[src/rtl/int_ctrl_unit_if.sv]
// ----------------------------------------------------------------------------
// Module   : int_ctrl_unit_if
// Brief    : Request, stack/memory and PC-redirect signals of the interrupt control unit.
// Revision : 1.0 - initial release
// ----------------------------------------------------------------------------
`default_nettype none

interface int_ctrl_unit_if #(
    parameter int PC_WIDTH   = 32,
    parameter int DATA_WIDTH = 16
);
    logic                  int_req;
    logic                  mem_stall;
    logic [PC_WIDTH-1:0]   pc_in;
    logic [3:0]            flags_in;
    logic [DATA_WIDTH-1:0] mem_rdata;

    logic                  int_flag;
    logic                  busy;
    logic                  stack_operation;
    logic                  push_pop;
    logic                  write_sp;
    logic                  DMR;
    logic                  DMW;
    logic [3:0]            alu_function;
    logic [DATA_WIDTH-1:0] mem_addr;
    logic [DATA_WIDTH-1:0] wdata;
    logic [PC_WIDTH-1:0]   pc_out;
    logic                  pc_load;

    // master is the ICU itself; slave is the pipeline/memory side
    modport master (
        input  int_req, mem_stall, pc_in, flags_in, mem_rdata,
        output int_flag, busy, stack_operation, push_pop, write_sp, DMR, DMW,
               alu_function, mem_addr, wdata, pc_out, pc_load
    );

    modport slave (
        output int_req, mem_stall, pc_in, flags_in, mem_rdata,
        input  int_flag, busy, stack_operation, push_pop, write_sp, DMR, DMW,
               alu_function, mem_addr, wdata, pc_out, pc_load
    );
endinterface

`default_nettype wire

[src/rtl/int_ctrl_unit.sv]
// ----------------------------------------------------------------------------
// Module   : int_ctrl_unit
// Brief    : Interrupt sequencer: drain, push return PC, fetch ISR vector, redirect PC.
//            Define ICU_PUSH_FLAGS_EN to also push the CCR flags as a third word.
// Revision : 1.0 - initial release
// ----------------------------------------------------------------------------
`default_nettype none

module int_ctrl_unit #(
    parameter int PC_WIDTH     = 32,
    parameter int DATA_WIDTH   = 16,
    parameter int VECTOR_ADDR  = 0,
    parameter int FLUSH_CYCLES = 3
) (
    input  wire logic         clk,
    input  wire logic         rst,
    int_ctrl_unit_if.master   bus
);

    typedef enum logic [2:0] {
        S_IDLE    = 3'd0,
        S_FLUSH   = 3'd1,
        S_PUSH_HI = 3'd2,
        S_PUSH_LO = 3'd3,
        S_VEC_LO  = 3'd4,
        S_VEC_HI  = 3'd5,
        S_JUMP    = 3'd6
`ifdef ICU_PUSH_FLAGS_EN
        , S_PUSH_FL = 3'd7
`endif
    } state_t;

    localparam logic [3:0]            c_flush_load = 4'(FLUSH_CYCLES - 1);
    localparam logic [DATA_WIDTH-1:0] c_vec_lo     = DATA_WIDTH'(VECTOR_ADDR);
    localparam logic [DATA_WIDTH-1:0] c_vec_hi     = DATA_WIDTH'(VECTOR_ADDR + 1);
    localparam logic [3:0]            c_alu_pass2  = 4'b0100;

    state_t                r_state;
    state_t                w_state_nxt;
    logic                  r_req_d;
    logic                  r_pending;
    logic [3:0]            r_cnt;
    logic [PC_WIDTH-1:0]   r_pc;
    logic [PC_WIDTH-1:0]   r_vec;
    logic                  w_req_edge;
    logic                  w_enter_flush;
    logic                  w_push;

`ifdef ICU_PUSH_FLAGS_EN
    logic [3:0]            r_flags;
`else
    logic                  w_flags_unused;
    assign w_flags_unused = ^bus.flags_in;
`endif

    assign w_req_edge = bus.int_req & ~r_req_d;

    // The edge detector keeps tracking int_req through reset so a level held
    // high across reset release is not mistaken for a fresh request.
    always_ff @(posedge clk) begin
        r_req_d <= bus.int_req;
    end

    always_ff @(posedge clk) begin
        if (rst) begin
            r_state   <= S_IDLE;
            r_pending <= 1'b0;
            r_cnt     <= 4'd0;
            r_pc      <= '0;
            r_vec     <= '0;
`ifdef ICU_PUSH_FLAGS_EN
            r_flags   <= 4'd0;
`endif
        end else begin
            r_state <= w_state_nxt;

            // An edge coinciding with FLUSH entry merges into the request being served.
            if (w_enter_flush) begin
                r_pending <= 1'b0;
            end else if (w_req_edge) begin
                r_pending <= 1'b1;
            end

            if (w_enter_flush) begin
                r_pc  <= bus.pc_in;
                r_cnt <= c_flush_load;
`ifdef ICU_PUSH_FLAGS_EN
                r_flags <= bus.flags_in;
`endif
            end else if (r_state == S_FLUSH && r_cnt != 4'd0) begin
                r_cnt <= r_cnt - 4'd1;
            end

            if (!bus.mem_stall) begin
                if (r_state == S_VEC_LO) begin
                    r_vec[DATA_WIDTH-1:0] <= bus.mem_rdata;
                end
                if (r_state == S_VEC_HI) begin
                    r_vec[PC_WIDTH-1:DATA_WIDTH] <= bus.mem_rdata;
                end
            end
        end
    end

    always_comb begin
        w_state_nxt   = r_state;
        w_enter_flush = 1'b0;
        case (r_state)
            S_IDLE: begin
                if (r_pending && !bus.mem_stall) begin
                    w_state_nxt   = S_FLUSH;
                    w_enter_flush = 1'b1;
                end
            end
            S_FLUSH: begin
                if (r_cnt == 4'd0) w_state_nxt = S_PUSH_HI;
            end
            S_PUSH_HI: begin
                if (!bus.mem_stall) w_state_nxt = S_PUSH_LO;
            end
            S_PUSH_LO: begin
`ifdef ICU_PUSH_FLAGS_EN
                if (!bus.mem_stall) w_state_nxt = S_PUSH_FL;
`else
                if (!bus.mem_stall) w_state_nxt = S_VEC_LO;
`endif
            end
`ifdef ICU_PUSH_FLAGS_EN
            S_PUSH_FL: begin
                if (!bus.mem_stall) w_state_nxt = S_VEC_LO;
            end
`endif
            S_VEC_LO: begin
                if (!bus.mem_stall) w_state_nxt = S_VEC_HI;
            end
            S_VEC_HI: begin
                if (!bus.mem_stall) w_state_nxt = S_JUMP;
            end
            S_JUMP: begin
                if (!bus.mem_stall) w_state_nxt = S_IDLE;
            end
            default: w_state_nxt = S_IDLE;
        endcase
    end

`ifdef ICU_PUSH_FLAGS_EN
    assign w_push = (r_state == S_PUSH_HI) || (r_state == S_PUSH_LO) || (r_state == S_PUSH_FL);
`else
    assign w_push = (r_state == S_PUSH_HI) || (r_state == S_PUSH_LO);
`endif

    assign bus.int_flag        = (r_state != S_IDLE);
    assign bus.busy            = (r_state != S_IDLE);
    assign bus.stack_operation = w_push;
    assign bus.push_pop        = w_push;
    assign bus.write_sp        = w_push;
    assign bus.DMW             = w_push;
    assign bus.alu_function    = w_push ? c_alu_pass2 : 4'b0000;
    assign bus.DMR             = (r_state == S_VEC_LO) || (r_state == S_VEC_HI);
    assign bus.pc_load         = (r_state == S_JUMP);
    assign bus.pc_out          = (r_state == S_JUMP) ? r_vec : '0;

    always_comb begin
        bus.wdata    = '0;
        bus.mem_addr = '0;
        case (r_state)
            S_PUSH_HI: bus.wdata    = r_pc[PC_WIDTH-1:DATA_WIDTH];
            S_PUSH_LO: bus.wdata    = r_pc[DATA_WIDTH-1:0];
`ifdef ICU_PUSH_FLAGS_EN
            S_PUSH_FL: bus.wdata    = {{(DATA_WIDTH-4){1'b0}}, r_flags};
`endif
            S_VEC_LO:  bus.mem_addr = c_vec_lo;
            S_VEC_HI:  bus.mem_addr = c_vec_hi;
            default: begin
                bus.wdata    = '0;
                bus.mem_addr = '0;
            end
        endcase
    end

endmodule

`default_nettype wire

[src/flat_wrapper.sv]
// flat-port wrapper written by rule: the top's interface ports become plain ports
module int_ctrl_unit_flat 
#(
    parameter int PC_WIDTH     = 32,
    parameter int DATA_WIDTH   = 16,
    parameter int VECTOR_ADDR  = 0,
    parameter int FLUSH_CYCLES = 3
)
  (clk, rst, bus_int_req, bus_mem_stall, bus_pc_in, bus_flags_in, bus_mem_rdata, bus_int_flag, bus_busy, bus_stack_operation, bus_push_pop, bus_write_sp, bus_DMR, bus_DMW, bus_alu_function, bus_mem_addr, bus_wdata, bus_pc_out, bus_pc_load);
  int_ctrl_unit_if #(.PC_WIDTH(PC_WIDTH), .DATA_WIDTH(DATA_WIDTH)) bus_i ();
  input  wire logic clk;
  input  wire logic rst;
  input wire logic [$bits(bus_i.int_req)-1:0] bus_int_req;
  input wire logic [$bits(bus_i.mem_stall)-1:0] bus_mem_stall;
  input wire logic [$bits(bus_i.pc_in)-1:0] bus_pc_in;
  input wire logic [$bits(bus_i.flags_in)-1:0] bus_flags_in;
  input wire logic [$bits(bus_i.mem_rdata)-1:0] bus_mem_rdata;
  output wire logic [$bits(bus_i.int_flag)-1:0] bus_int_flag;
  output wire logic [$bits(bus_i.busy)-1:0] bus_busy;
  output wire logic [$bits(bus_i.stack_operation)-1:0] bus_stack_operation;
  output wire logic [$bits(bus_i.push_pop)-1:0] bus_push_pop;
  output wire logic [$bits(bus_i.write_sp)-1:0] bus_write_sp;
  output wire logic [$bits(bus_i.DMR)-1:0] bus_DMR;
  output wire logic [$bits(bus_i.DMW)-1:0] bus_DMW;
  output wire logic [$bits(bus_i.alu_function)-1:0] bus_alu_function;
  output wire logic [$bits(bus_i.mem_addr)-1:0] bus_mem_addr;
  output wire logic [$bits(bus_i.wdata)-1:0] bus_wdata;
  output wire logic [$bits(bus_i.pc_out)-1:0] bus_pc_out;
  output wire logic [$bits(bus_i.pc_load)-1:0] bus_pc_load;
  assign bus_i.int_req = bus_int_req;
  assign bus_i.mem_stall = bus_mem_stall;
  assign bus_i.pc_in = bus_pc_in;
  assign bus_i.flags_in = bus_flags_in;
  assign bus_i.mem_rdata = bus_mem_rdata;
  assign bus_int_flag = bus_i.int_flag;
  assign bus_busy = bus_i.busy;
  assign bus_stack_operation = bus_i.stack_operation;
  assign bus_push_pop = bus_i.push_pop;
  assign bus_write_sp = bus_i.write_sp;
  assign bus_DMR = bus_i.DMR;
  assign bus_DMW = bus_i.DMW;
  assign bus_alu_function = bus_i.alu_function;
  assign bus_mem_addr = bus_i.mem_addr;
  assign bus_wdata = bus_i.wdata;
  assign bus_pc_out = bus_i.pc_out;
  assign bus_pc_load = bus_i.pc_load;
  int_ctrl_unit #(.PC_WIDTH(PC_WIDTH), .DATA_WIDTH(DATA_WIDTH), .VECTOR_ADDR(VECTOR_ADDR), .FLUSH_CYCLES(FLUSH_CYCLES)) u_core (.clk(clk), .rst(rst), .bus(bus_i));
endmodule
[config.mk]
export PLATFORM = sky130hd
export DESIGN_NAME = int_ctrl_unit_flat
export DESIGN_NICKNAME = d
export VERILOG_FILES = /design/src/rtl/int_ctrl_unit_if.sv /design/src/rtl/int_ctrl_unit.sv /design/src/flat_wrapper.sv
export SDC_FILE = /design/constraint.sdc
export NUM_CORES = 1
export LEC_CHECK = 0
export BUFFER_PORTS_ARGS = -buffer_cell sky130_fd_sc_hd__buf_4
export CAP_MARGIN = 10
export CORE_UTILIZATION = 50
export CTS_BUF_LIST = sky130_fd_sc_hd__clkbuf_8
export CTS_CLUSTER_DIAMETER = 100
export DETAILED_ROUTE_END_ITERATION = 6
export PLACE_DENSITY = 0.89
export SLEW_MARGIN = 20
export SYNTH_ARGS = -nofsm -noshare
export SYNTH_HDL_FRONTEND = slang
export SYNTH_SLANG_ARGS = --single-unit
export TNS_END_PERCENT = 1
[constraint.sdc]
create_clock -name clk -period 2.5 [get_ports clk]
set_clock_uncertainty 0.1 [all_clocks]
set_input_delay 0.125 -clock clk [delete_from_list [all_inputs] [get_ports clk]]
set_output_delay 0.125 -clock clk [all_outputs]
set_load 0.03 [all_outputs]
==> impl_results.md <==
* Slew @ Worst Pin at 0.722 ns
* Yosys cell types at 34
* Fraction of layout cells with a size suffix above 1 at 22.5%
* Hold crit path type: input pin to flop
* Outcome: finished, violations left
* Pwr Total at 3.37 mW
* Slowest CP cell: dfxtp_1
* CTS clk-pin slew, worst paths at 0.08 ns
* Final period util at 83.7%
* Die footprint at 7070 um^2
* Vert. Die Dim at 84.1 um
* Largest net degree at the start of global routing at 73
* Crit path kind: flop to output pin
* Synthesis Warnings at 0
* Min Hold Slack at 0.0641 ns
* WP buf/inv at 2
* Post-DP Area at 4010 um^2
* Worst Path Arrival at 1.87 ns
* Top_reg_cell synth: dfxtp_1
* Fmax at 478 MHz
* Final slew viol count at 0
* CP top delay family: flip-flops
* Inst Count DP at 590
* GRT Total Usage at 25.9%
* Die width at 84.1 um
* MaxCap Viol Count at 0
* Final setup viols at 0
* Hold path start: bus_mem_stall
* Synth Area per Inst at 7.68 um^2
* Commonest non-fill, non-tap cells in the layout: 131 x nand2_1, 113 x buf_4, 73 x dfxtp_1
* Post-DP HPWL at 5030 um
* Clock latency on the worst-skew pair at 0.35 ns
* Critical-path maximum fanout at 15
* Vias at 3,378
* RD Place Congestion at 0.740
* Routed WL at 9030 um
* Vias per cell at 5.16
* H-tree depth at 3
* Row cnt at 29
* Failing checks: DRC
* # resized after CTS at 0
* Synth-to-layout area growth at 39.1%
* Unrepaired setup endpoints after global routing: false
* Synthesized area at 3370 um^2
* Router iterations before antenna repair at 6
* Pwr per Cell Area at 720 nW/um^2
* Fin. Hold Viols at 0
* CTS buffer count at 9
* Cell area after layout at 4690 um^2
* Setup slack after layout at 0.408 ns
* Leak Pwr at 1.95 nW
* Worst stage delay on the critical path at 0.62 ns
* Post-synthesis async set-or-reset flop share at 0%
* Placement Setup Slack at 0.478 ns
* CP startpoint kind: flop
* Clock tree buffer depth at 2
* Finished Core Util at 73.0%
* Crit Reg-Reg Startpoint: u_core.r_cnt[0]
* Port bufs at 109
* Starting Density at 52.5%
* Num ports at 132
* Number of synthesized flops with an enable pin at 0
* Crit path top cell by count: buf_4
* Final Instance Count excl. Fillers at 655
* First-pass GRT wire length at 14,700 um
* Number of global-route vias before repair at 3,299
* Fin Setup TNS at 0 ns
* Final layout net count at 630
* Reg2Reg Setup Slack at 0.44 ns
* Fin crit period at 2.09 ns
* Gate count of the mapped netlist at 439
* Critical path startpoint: u_core.r_state[0]
* Placeable Area at 6420 um^2
* Post-synthesis sequential area ratio at 43.4%
* Clk sink count at 73
* CP endpoint kind: output pin
* CTS tree: yes
* Max-Slew Margin vs Limit at 51.9%
* Drt drc at 25
* Critical Path RT at 2.28 ns
* Most common cell after layout, fill and taps aside: nand2_1
* Synthesized flop and latch total at 73
* DR WL/cell at 13.8 um
* Postcts setup bufs at 0
* CTS root buf: clkbuf_8
* Ant diodes at 0
* Gr ovfl total at 0
* Initial antenna violation count at 0
* Initial drt markers at 155
* Cell Chain, Critical Path: buf_4 -> mux2i_1 -> nor2_1 -> buf_4
* Final ANT Viol Nets at 0
* VDD IR max at 0.000459 V
==> what timing repair did <==
item,CTS,global route
endpoints found under the setup margin,0,0
hold buffers,49,0
endpoints found under the hold margin,66,0
==> worst paths after layout <==
path | endpoint | cells after the start
worst min register to register | u_core.r_vec[24] | 2
worst max-delay path | bus_wdata[11] | 4
worst min-delay path | u_core.r_cnt[1] | 4
worst max register to register | u_core.r_state[2] | 6
==> Yosys cell counts, types with 2 or more instances <==
master	n	area (um^2)
a211oi_1	2	15.0
a21oi_1	68	340
and2_1	34	213
buf_2	4	20.0
buf_4	23	173
clkbuf_1	22	82.6
clkbuf_8	5	68.8
dfxtp_1	73	1460
inv_1	5	18.8
mux2i_1	17	170
nand2_1	131	492
nand3_1	5	25.0
nor2_1	22	82.6
nor3_1	6	30.0
o21ai_0	2	10.0
xor2_1	2	17.5
==> cell type report <==
cell class,count,area [um^2]
fillers,429,1730
multi-input cells,322,1590
flip-flops and latches,73,1460
repair buffers,162,1340
clock buffers,9,124
well taps,77,96.3
clock inverters,7,63.8
inverters,5,18.8
==> power by group <==
group / switching, mW / internal, mW
clock network: 0.433 / 0.452
logic: 0.703 / 0.424
registers: 0.102 / 1.26
==> state kept, by name (all words and copies together), names as in the netlist <==
register          count
u_core.r_req_d        1
u_core.r_state        3
u_core.r_pc          32
u_core.r_cnt          4
u_core.r_pending      1
u_core.r_vec         32
==> routing by layer <==
metal,part of all wire [%],track usage (%)
met2,50,46.5
met5,0,0
met3,7.9,6.82
met1,40,28.5
met4,2.6,11.8
==> worst min-delay path: cells and delay by family <==
family | cells | cell delay, ns
AOI/OAI and AO/OA | 1 | 0.06
and+or+nand+nor | 2 | 0.17
buffers and inverters | 1 | 0.10
==> cells by family (layout without fill, tap and decap cells) <==
logic type,Yosys count,count (layout),synth area share [%]
AO/OA/AOI/OAI,76,76,11.8
XOR/XNOR,3,3,0.780
adder cells (fa/ha/maj),1,1,0.371
buffers and inverters,61,183,11.5
flip-flops,73,73,43.4
multiplexers,17,17,5.05
other,1,18,0.111
AND/OR/NAND/NOR,207,207,27.0
Power figures use the tool's default switching activity.
